==> config.mk <==
export PLATFORM = sky130hd
export DESIGN_NAME = trig_accept
export DESIGN_NICKNAME = d
export VERILOG_FILES = /design/src/rtl/trig_accept.sv
export SDC_FILE = /design/constraint.sdc
export NUM_CORES = 1
export LEC_CHECK = 0
export CAP_MARGIN = 10
export CORE_ASPECT_RATIO = 0.7
export CORE_MARGIN = 5
export CORE_UTILIZATION = 43
export CTS_BUF_LIST = sky130_fd_sc_hd__clkbuf_16
export DETAILED_ROUTE_END_ITERATION = 6
export GPL_TIMING_DRIVEN = 0
export HOLD_SLACK_MARGIN = 0.15
export PLACE_DENSITY_LB_ADDON = 0.25
export SKIP_CTS_REPAIR_TIMING = 1
export SLEW_MARGIN = 20
export SYNTH_ARGS = -nofsm -noshare
export SYNTH_HDL_FRONTEND = slang
export SYNTH_SLANG_ARGS = --single-unit
==> constraint.sdc <==
create_clock -name clk -period 2.2 [get_ports clk]
set_input_delay 0.22 -clock clk [delete_from_list [all_inputs] [get_ports clk]]
set_output_delay 0.22 -clock clk [all_outputs]
set_load 0.05 [all_outputs]
==> src/rtl/trig_accept.sv <==
// trig_accept: turns stretched fire edges into accepted triggers with prescale,
// a fixed gate and dead time, the DAQ busy veto, and saturating accept/veto counters.
module trig_accept #(
  parameter int NCH        = 48,
  parameter int TRIG_WIDTH = 6,
  parameter int GATE_WIDTH = 20,
  parameter int DEAD_TIME  = 40,
  parameter int PS_W       = 8,
  parameter int CNT_W      = 32
) (
  input  logic             clk,
  input  logic             reset,
  input  logic             fire_in,
  input  logic [NCH-1:0]   hit_pattern,
  input  logic [PS_W-1:0]  prescale,
  input  logic             daq_busy,
  input  logic             clear_counters,
  output logic             trig_out,
  output logic             gate_out,
  output logic [NCH-1:0]   pattern_out,
  output logic             pattern_valid,
  output logic             live,
  output logic [CNT_W-1:0] accepted_count,
  output logic [CNT_W-1:0] vetoed_count
);

  typedef enum logic [1:0] {IDLE, GATE, DEAD, BUSYWAIT} state_t;

  localparam int TMAX  = (GATE_WIDTH > DEAD_TIME) ? GATE_WIDTH : DEAD_TIME;
  localparam int TMR_W = (TMAX > 1) ? $clog2(TMAX) : 1;

  localparam logic [TMR_W-1:0] TRIG_LAST = TMR_W'(TRIG_WIDTH - 1);
  localparam logic [TMR_W-1:0] GATE_LAST = TMR_W'(GATE_WIDTH - 1);
  localparam logic [TMR_W-1:0] DEAD_LAST = TMR_W'((DEAD_TIME > 0) ? DEAD_TIME - 1 : 0);
  localparam logic [CNT_W-1:0] CNT_MAX   = '1;

  state_t           state, state_nxt;
  logic [TMR_W-1:0] timer, timer_nxt;
  logic [PS_W-1:0]  ps_cnt;
  logic             fire_d;
  logic             armed;
  logic             fire_edge;
  logic             eligible;
  logic             accept;
  logic             veto;
  logic             trig_nxt;
  logic             gate_nxt;

  // armed stays low for the first cycle after reset so a level that is
  // still high when reset releases is not mistaken for a fresh edge.
  always_comb begin
    fire_edge = fire_in & ~fire_d & armed;
    eligible  = fire_edge && (state == IDLE) && !daq_busy;
    accept    = eligible && (ps_cnt >= prescale);
    veto      = fire_edge && ((state != IDLE) || daq_busy);
    trig_nxt  = accept || ((state == GATE) && (timer < TRIG_LAST));
    gate_nxt  = accept || ((state == GATE) && (timer != GATE_LAST));
  end

  always_comb begin
    state_nxt = state;
    timer_nxt = timer;
    case (state)
      IDLE: begin
        if (accept) begin
          state_nxt = GATE;
          timer_nxt = '0;
        end
      end
      GATE: begin
        if (timer == GATE_LAST) begin
          timer_nxt = '0;
          if (DEAD_TIME > 0) state_nxt = DEAD;
          else               state_nxt = daq_busy ? BUSYWAIT : IDLE;
        end else begin
          timer_nxt = timer + TMR_W'(1);
        end
      end
      DEAD: begin
        if (timer == DEAD_LAST) begin
          timer_nxt = '0;
          state_nxt = daq_busy ? BUSYWAIT : IDLE;
        end else begin
          timer_nxt = timer + TMR_W'(1);
        end
      end
      BUSYWAIT: begin
        if (!daq_busy) state_nxt = IDLE;
      end
      default: state_nxt = IDLE;
    endcase
  end

  always_ff @(posedge clk) begin
    if (reset) begin
      state         <= IDLE;
      timer         <= '0;
      fire_d        <= 1'b0;
      armed         <= 1'b0;
      ps_cnt        <= '0;
      trig_out      <= 1'b0;
      gate_out      <= 1'b0;
      pattern_out   <= '0;
      pattern_valid <= 1'b0;
      live          <= 1'b0;
    end else begin
      state         <= state_nxt;
      timer         <= timer_nxt;
      fire_d        <= fire_in;
      armed         <= 1'b1;
      trig_out      <= trig_nxt;
      gate_out      <= gate_nxt;
      pattern_valid <= accept;
      live          <= (state == IDLE) && !daq_busy;
      if (accept) pattern_out <= hit_pattern;
      if (eligible) ps_cnt <= accept ? '0 : ps_cnt + PS_W'(1);
    end
  end

  // Clear wins over a same-cycle increment; both counters stick at all-ones.
  always_ff @(posedge clk) begin
    if (reset || clear_counters) begin
      accepted_count <= '0;
      vetoed_count   <= '0;
    end else begin
      if (accept && (accepted_count != CNT_MAX)) accepted_count <= accepted_count + CNT_W'(1);
      if (veto && (vetoed_count != CNT_MAX))     vetoed_count   <= vetoed_count + CNT_W'(1);
    end
  end

endmodule

== After elaboration in Yosys (flattened, before gate mapping) ==
Index checks and enable logic that the tools add are counted.
Word-level totals
  register bits: 134
  input bits: 61
  logic and storage cells: 64
Cells by class
  bitwise gates (word level): 3
  eq/ne operators: 12
  order comparisons: 2
  reductions and logical operators: 19
  muxes and demuxes: 12
  add/sub/neg operators: 4
Operators with widths (count)
  $add A32 B1 Y32 const B: 2
  $ne A32 B32 Y1 const B: 2
  $mux W6: 3
  $pmux W6 S3: 1
  $mux W2: 5
  $logic_and A1 B1 Y1: 9
  $add A8 B1 Y8 const B: 1
  $ge A8 B8 Y1: 1
  $mux W8: 1
  $pmux W2 S4: 1
  $add A6 B1 Y6 const B: 1
  $eq A6 B5 Y1 const B: 1
  $eq A6 B6 Y1 const B: 1
  $lt A6 B3 Y1 const B: 1
  $ne A2 B2 Y1 const B: 3
  $ne A6 B5 Y1 const B: 1
  $eq A2 B2 Y1 const B: 2
  $logic_or A1 B1 Y1: 4
  $reduce_and A4 Y1: 1
  $reduce_bool A3 Y1: 1
  $and A1 B1 Y1: 2
  $eq A2 B1 Y1 const B: 1
  $logic_not A2 Y1: 1
  $ne A2 B1 Y1 const B: 1
  5 further kinds: 5

== Longest topological paths before layout ==
Gate-level depths: netlist of run 1.
  word-level depth: 8
  mapped depth: 10
  mapped depth without buffers: 8

== Worst setup path after synthesis of run 1 ==
Ideal clock, no wire load.
  path kind: register -> register
  start point: register vetoed_count[14]
  end point: register vetoed_count[11]
  stages on the path, launching flop included: 9
  arrival time: 2.300 ns
  period minus slack after synthesis: 2.428 ns
  data required time: 2.072 ns
  library setup time: 0.128 ns
  slack: -0.228 ns
  path through: dfxtp_1 and4_2 nand4_4 or4_1 buf_2 buf_6 nand3_1 xor2_1 nor2_1
Between the ends
  cells in the longest elaborated chain, start to end: 2
Ends and longest elaborated chain
  start: declaration: line 24  | output logic [CNT_W-1:0] vetoed_count
  start signal: assignment: line 127  | if (veto && (vetoed_count != CNT_MAX)) vetoed_count <= vetoed_count + CNT_W'(1);
  $ne A32 B32 Y1: line 127
  $logic_and A1 B1 Y1: line 127
Every way passes these cells.
A chain may end at the register's enable or synchronous reset.

== Worst setup path after layout of run 1 ==
  start point: register ps_cnt[0]
  end point: register accepted_count[9]
Between the ends
  cells in the longest elaborated chain, start to end: 3
Ends and longest elaborated chain
  start: declaration: line 39  | logic [PS_W-1:0] ps_cnt;
  start signal: assignment: line 116  | if (eligible) ps_cnt <= accept ? '0 : ps_cnt + PS_W'(1);
  $ge A8 B8 Y1: line 54  | accept = eligible && (ps_cnt >= prescale);
  $logic_and A1 B1 Y1: line 54
  $logic_and A1 B1 Y1: line 126  | if (accept && (accepted_count != CNT_MAX)) accepted_count <= accepted_count + CNT_W'(1);
  end signal: assignment: line 126
  end: declaration: line 23  | output logic [CNT_W-1:0] accepted_count,
Every way passes these cells.

==> flow_metrics.tcl, run 1 <==
set metrics [dict create \
    synth_area_per_cell_um2 8.14 \
    fmax_mhz 437 \
    synth.cell_area_mm2 0.00619 \
    grt_pass1_vias 5753 \
    cts_tree "done" \
    outcome "finished with violations" \
    cp.arrival_ps 2630 \
    drive_gt1_frac 0.157 \
    crit_path_start "ps_cnt[0]$_SDFFE_PP0P_" \
    dp.cells 1127 \
    pwr-share-seq 0.439 \
    dp_hpwl_mm 13.3 \
    grt_antenna_before_repair 0 \
    max_slew_margin 0.579 \
    setup.worst_path.class "reg2reg" \
    whs_ps 349 \
    num_antenna_cells 0 \
    r2r_setup_slack_ps -90 \
    portBuffers 176 \
    boundaryPins 177 \
    start_kind "flop" \
    tightest_slew_ps 631 \
    ant_nets 0 \
    min_path_type "in2reg" \
    fin_cells 1175 \
    crit_end "accepted_count[9]$_SDFFE_PP0P_" \
    yosys_register_bits 134 \
    swShare 0.217 \
    setup_ws_ps -87.9 \
    htreeDepth 4 \
    gp_congestion 0.820 \
    p_per_area_mw_per_mm2 596 \
    die_x_um 153 \
    hold_start "hit_pattern[43]" \
    final_nets 1052 \
    internal_power_mw 4.34 \
    detailedRoute.firstPassIterationCount 5 \
    ys_types 55 \
    period_share 1.04 \
    finalHoldViolCount 0 \
    synth_edf_count 0 \
    drt_iter0_drc 437 \
    combPwrFrac 0.051 \
    numClockSinks 134 \
    fin_skew_ps 12.6 \
    worstReg2RegEnd "accepted_count[9]$_SDFFE_PP0P_" \
    grt_use_total 0.208 \
    async_flop_share 0 \
    routedWlPerCell_um 15.9 \
    ys.flop_type "dfxtp_1" \
    required_ps 2540 \
    grt_pass1_wl_mm 29.0 \
    core_mm2 0.0140 \
    grt_max_degree 17 \
    final-setup-viol-count 10 \
    clk_root_buffer_cell "clkbuf_16" \
    rr_startpoint "ps_cnt[0]$_SDFFE_PP0P_" \
    die_h_um 110 \
    initial_core_util 0.442 \
    synth_nets 841 \
    violations "setup timing" \
    rsz0062_at_grt "yes" \
    drcViolationCount 0 \
    synthToLayoutAreaGrowth_pct 50.1 \
    cts_inserted_buffers 17 \
    total_power_mw 5.54 \
    slew_violations 0 \
    peakVddDrop_mv 0.481 \
    die-area_mm2 0.0169 \
    seq_area_frac_synth 0.433 \
    layout_min_cycle_time_ps 2290 \
    clk_path_buf_depth 2 \
    maxCapViolCount 0 \
    vias 6265 \
    synth_cells 761 \
    pre_cts_slack_ps -788 \
    design_area_mm2 0.00930 \
    end_kind "flop" \
    p_leak_nw 3.19 \
    rr_worst_depth 9 \
    cp_max_fo 5 \
    dpl-instance-area_mm2 0.00823 \
    insertion_delay_ps 410 \
    clk_pin_slew_ps 60 \
    ys.warnings.count 0 \
    gr-total-overflow 0 \
    p_sw_mw 1.20 \
    fp-row-count 36 \
    routed_via_density 5.33 \
    wirelength_mm 18.7 \
    clock_power_share 0.511 \
]
==> cells by family after synthesis <==
family / after synthesis / share of synthesized area
and+or+nand+nor: 356 / 0.293
AOI/OAI and AO/OA: 157 / 0.146
DFF: 134 / 0.433
buffers and inverters: 64 / 0.0449
xor gates and xnor gates: 30 / 0.0424
adders and majority gates: 19 / 0.0384
muxes: 1 / 0.00182
==> worst max-delay path, cell delays in order, from the launching register on <==
cell	delay, ps
dfxtp_2	340
inv_2	50
ha_4	250
nand2b_4	110
a2111o_1	210
a21oi_4	110
buf_6	130
or3_4	410
or4_4	500
a21oi_2	120
==> sequential cells by signal (all words and copies together) (netlist names) <==
| register | flops |
|---|---|
| timer | 6 |
| gate_out | 1 |
| accepted_count | 32 |
| pattern_valid | 1 |
| live | 1 |
| ps_cnt | 8 |
| pattern_out | 48 |
| armed | 1 |
| fire_d | 1 |
| state | 2 |
| trig_out | 1 |
| vetoed_count | 32 |
==> layout make-up <==
type	instances	area [µm²]
Timing Repair Buffer	192	1880
Tap cell	190	238
Clock inverter	15	164
Inverter	23	88.8
Multi-Input combinational cell	563	3490
Buffer	41	259
Sequential cell	134	2750
Clock buffer	17	425
Fill cell	1193	4710
==> through the flow <==
stage | utilization | TNS [ps]
2_1_floorplan | - | 0
3_3_place_gp | 0.588 | -52540
3_5_place_dp | 0.588 | -55790
4_1_cts | 0.630 | -28370
5_1_grt | 0.664 | -5300
6_report | 0.664 | -386
==> cell usage after synthesis, drive strengths merged (3+ instances only) <==
cell,n,area [µm²]
nand2,141,529
dfxtp,134,2680
a21oi,87,443
nor2,47,179
nand3,42,210
o21ai,32,160
or3,30,188
clkbuf,26,98.8
nand4,26,208
inv,23,86.3
xor2,23,201
ha,19,238
buf,14,83.8
and3,13,82.6
nor3,13,65.1
and4,12,106
or4,12,90.1
o211ai,8,60.1
nor4,7,50.1
o31ai,7,52.6
xnor2,7,61.3
a31oi,4,25.0
o311ai,4,35.0
o41ai,4,35.0
a311oi,3,26.3
nor2b,3,26.3
==> cells in the final DEF (no fill, tap or decap), types with 12 or more instances in the layout <==
master,count
o21ai_0,29
nor2_1,44
or3_1,27
dfxtp_1,99
ha_1,13
and3_1,12
nand2_1,140
a21oi_1,80
nand3_1,40
xor2_1,23
clkbuf_16,17
clkbuf_1,18
clkdlybuf4s50_1,176
dfxtp_2,27
inv_1,22
nand4_1,23
buf_4,18
==> how the worst min path moves through the flow <==
stage | end | slack (ps) | cells past startpoint
after floorplan | fire_d$_SDFF_PP0_ | 350 | 1
after global placement | pattern_out[33]$_SDFFE_PP0P_ | 440 | 2
after detailed placement | pattern_out[22]$_SDFFE_PP0P_ | 450 | 2
after CTS | pattern_out[46]$_SDFFE_PP0P_ | 340 | 3
after global routing | pattern_out[46]$_SDFFE_PP0P_ | 340 | 3
final | pattern_out[43]$_SDFFE_PP0P_ | 350 | 3
==> power by group through the flow <==
| stage | combinational [mW] | clock, mW | sequential (mW) |
|---|---|---|---|
| after floorplan | 0.0890 | 0 | 2.50 |
| after global routing | 0.303 | 3.00 | 2.43 |
| after detailed placement | 0.252 | 0 | 2.49 |
| after CTS | 0.254 | 2.88 | 2.44 |
| final | 0.282 | 2.83 | 2.43 |
| after global placement | 0.250 | 0 | 2.49 |
==> routing by layer <==
metal | up-vias | global-route usage | wire length [µm]
met2 | 156 | 0.325 | 8560
met4 | 0 | 0.0599 | 341
li1 | 3130 | - | -
met3 | 33 | 0.0456 | 853
met5 | - | 0 | 0
met1 | 2946 | 0.293 | 8930
Note: power is estimated with default switching activity, not from simulation.
==> run 2, diff against run 1 <==
--- a/config.mk
+++ b/config.mk
@@ -8,12 +8,12 @@
 export CAP_MARGIN = 10
 export CORE_ASPECT_RATIO = 0.7
 export CORE_MARGIN = 5
-export CORE_UTILIZATION = 43
+export CORE_UTILIZATION = 50
 export CTS_BUF_LIST = sky130_fd_sc_hd__clkbuf_16
 export DETAILED_ROUTE_END_ITERATION = 6
 export GPL_TIMING_DRIVEN = 0
 export HOLD_SLACK_MARGIN = 0.15
-export PLACE_DENSITY_LB_ADDON = 0.25
+export PLACE_DENSITY = 0.89
 export SKIP_CTS_REPAIR_TIMING = 1
 export SLEW_MARGIN = 20
 export SYNTH_ARGS = -nofsm -noshare
==> constraint.sdc (replaced) <==
create_clock -name clk -period 2.95 [get_ports clk]
set_input_delay 0.295 -clock clk [delete_from_list [all_inputs] [get_ports clk]]
set_output_delay 0.295 -clock clk [all_outputs]
set_load 0.05 [all_outputs]
==> flow_metrics.tcl, run 2 (synthesis gave the netlist of run 1 again) <==
set metrics [dict create \
    tightest_slew_ps 712 \
    cp_max_fo 9 \
    initial_core_util 0.505 \
    reg_top3 "pattern_out x48, accepted_count x32, vetoed_count x32" \
    clk_pin_slew_ps 60 \
    slew_violations 0 \
    grt_pass1_vias 5752 \
    wirelength_mm 17.9 \
    num_antenna_cells 0 \
    fmax_mhz 372 \
    core_mm2 0.0123 \
    worst-path-stages 9 \
    rr_worst_depth 9 \
    slowest_delay_ps 480 \
    fp-row-count 34 \
    setup_ws_ps 265 \
    gp_congestion 0.841 \
    dp_hpwl_mm 12.9 \
    crit_slowest_cell "or4_1" \
    final_common_cell "clkdlybuf4s50_1" \
    htreeDepth 4 \
    drive_gt1_frac 0.0568 \
    detailedRoute.firstPassIterationCount 5 \
    largest_reg_flops 48 \
    period_share 0.910 \
    insertion_delay_ps 410 \
    top_register "pattern_out" \
    setup.worst_path.class "reg2reg" \
    die_x_um 143 \
    min_path_type "in2reg" \
    pre_cts_slack_ps -200 \
    outcome "completed" \
    drcViolationCount 0 \
    crit_end "vetoed_count[23]$_SDFFE_PP0P_" \
    final-setup-viol-count 0 \
    max_slew_margin 0.522 \
    maxCapViolCount 0 \
    cts_inserted_buffers 17 \
    die-area_mm2 0.0147 \
    rsz0062_at_grt "no" \
    boundaryPins 177 \
    grt_use_total 0.238 \
    p_per_area_mw_per_mm2 480 \
    final_cell_mix "clkdlybuf4s50_1 (176), nand2_1 (141), dfxtp_1 (134)" \
    die_h_um 103 \
    whs_ps 428 \
    clk_path_buf_depth 2 \
    grt_antenna_before_repair 0 \
    cts_tree "done" \
    worstReg2RegEnd "vetoed_count[23]$_SDFFE_PP0P_" \
    fin_skew_ps 11.3 \
    r2r_setup_slack_ps 270 \
    gr-total-overflow 0 \
    portBuffers 176 \
    clk_root_buffer_cell "clkbuf_16" \
    grt_pass1_wl_mm 28.7 \
    crit_family "simple AND/OR/NAND/NOR gates" \
    finalHoldViolCount 0 \
    crit_chain "inv_1 > ha_1 > nor2b_4 > nor2_2 > nand4_1 > or4_1 > buf_2 > or3_1 > a21oi_1" \
    start_kind "flop" \
    drt_iter0_drc 510 \
    ant_nets 0 \
    routed_via_density 5.58 \
    final_nets 1036 \
    crit_path_start "state[0]$_SDFFE_PP0P_" \
    grt_max_degree 17 \
    peakVddDrop_mv 0.439 \
    p_leak_nw 3.00 \
    cp_num_buf_inv 2 \
    fillers 968 \
    cp.arrival_ps 3030 \
    tns_ps 0 \
    routedWlPerCell_um 15.8 \
    layout_min_cycle_time_ps 2680 \
    vias 6311 \
    required_ps 3290 \
    numClockSinks 134 \
    rr_startpoint "state[0]$_SDFFE_PP0P_" \
    synthToLayoutAreaGrowth_pct 41.7 \
    end_kind "flop" \
]
[run 2: metrics by stage]
step | power [mW] | cells | utilization | area (µm²)
2_1_floorplan | 1.93 | 761 | - | 6190
3_3_place_gp | 2.04 | 1099 | 0.666 | 8160
3_5_place_dp | 2.04 | 1099 | 0.666 | 8160
4_1_cts | 4.22 | 1131 | 0.716 | 8770
5_1_grt | 4.32 | 1131 | 0.716 | 8770
6_report | 4.21 | 1131 | 0.716 | 8770
[run 2: routing by layer]
layer  global-route usage  part of all wire  up-vias
li1                     -                 -     3099
met1                0.333              0.45     2967
met2                0.367              0.46      226
met3               0.0677             0.076       19
met4               0.0533            0.0088        0
met5                    0                 0        -
[run 2: power by group]
group	leakage, nW	switching [mW]	internal, mW	total (mW)
combinational	1.62	0.0896	0.0979	0.187
sequential	1.08	0.00323	1.81	1.82
clock	0.293	0.799	1.40	2.20
total	3.00	0.891	3.32	4.21
[run 2: worst register-to-register path, stage by stage, from the launching register on]
cell and delay (ps):
dfxtp_1 410, inv_1 130, ha_1 310, nor2b_4 170, nor2_2 310, nand4_1 180, or4_1 480, buf_2 170
or3_1 310, a21oi_1 150
[run 2: worst min-delay path by stage]
stage	startpoint	endpoint	slack, ps	cells after the start
2_1_floorplan	fire_in	fire_d$_SDFF_PP0_	420	1
3_3_place_gp	pattern_out[4]$_SDFFE_PP0P_	pattern_out[4]$_SDFFE_PP0P_	440	2
3_5_place_dp	pattern_out[1]$_SDFFE_PP0P_	pattern_out[1]$_SDFFE_PP0P_	450	2
4_1_cts	hit_pattern[41]	pattern_out[41]$_SDFFE_PP0P_	420	3
5_1_grt	hit_pattern[24]	pattern_out[24]$_SDFFE_PP0P_	420	3
6_report	hit_pattern[7]	pattern_out[7]$_SDFFE_PP0P_	430	3
[run 2: area by class of cell]
class	instances	area, µm²	share of cell area
plain buffers	41	193	0.0220
repair buffers	176	1760	0.201
multi-input cells	563	3230	0.369
well taps	162	203	0.0231
inverters	23	86.3	0.00984
clock inverters	15	188	0.0214
flip-flops and latches	134	2680	0.306
clock buffers	17	425	0.0485
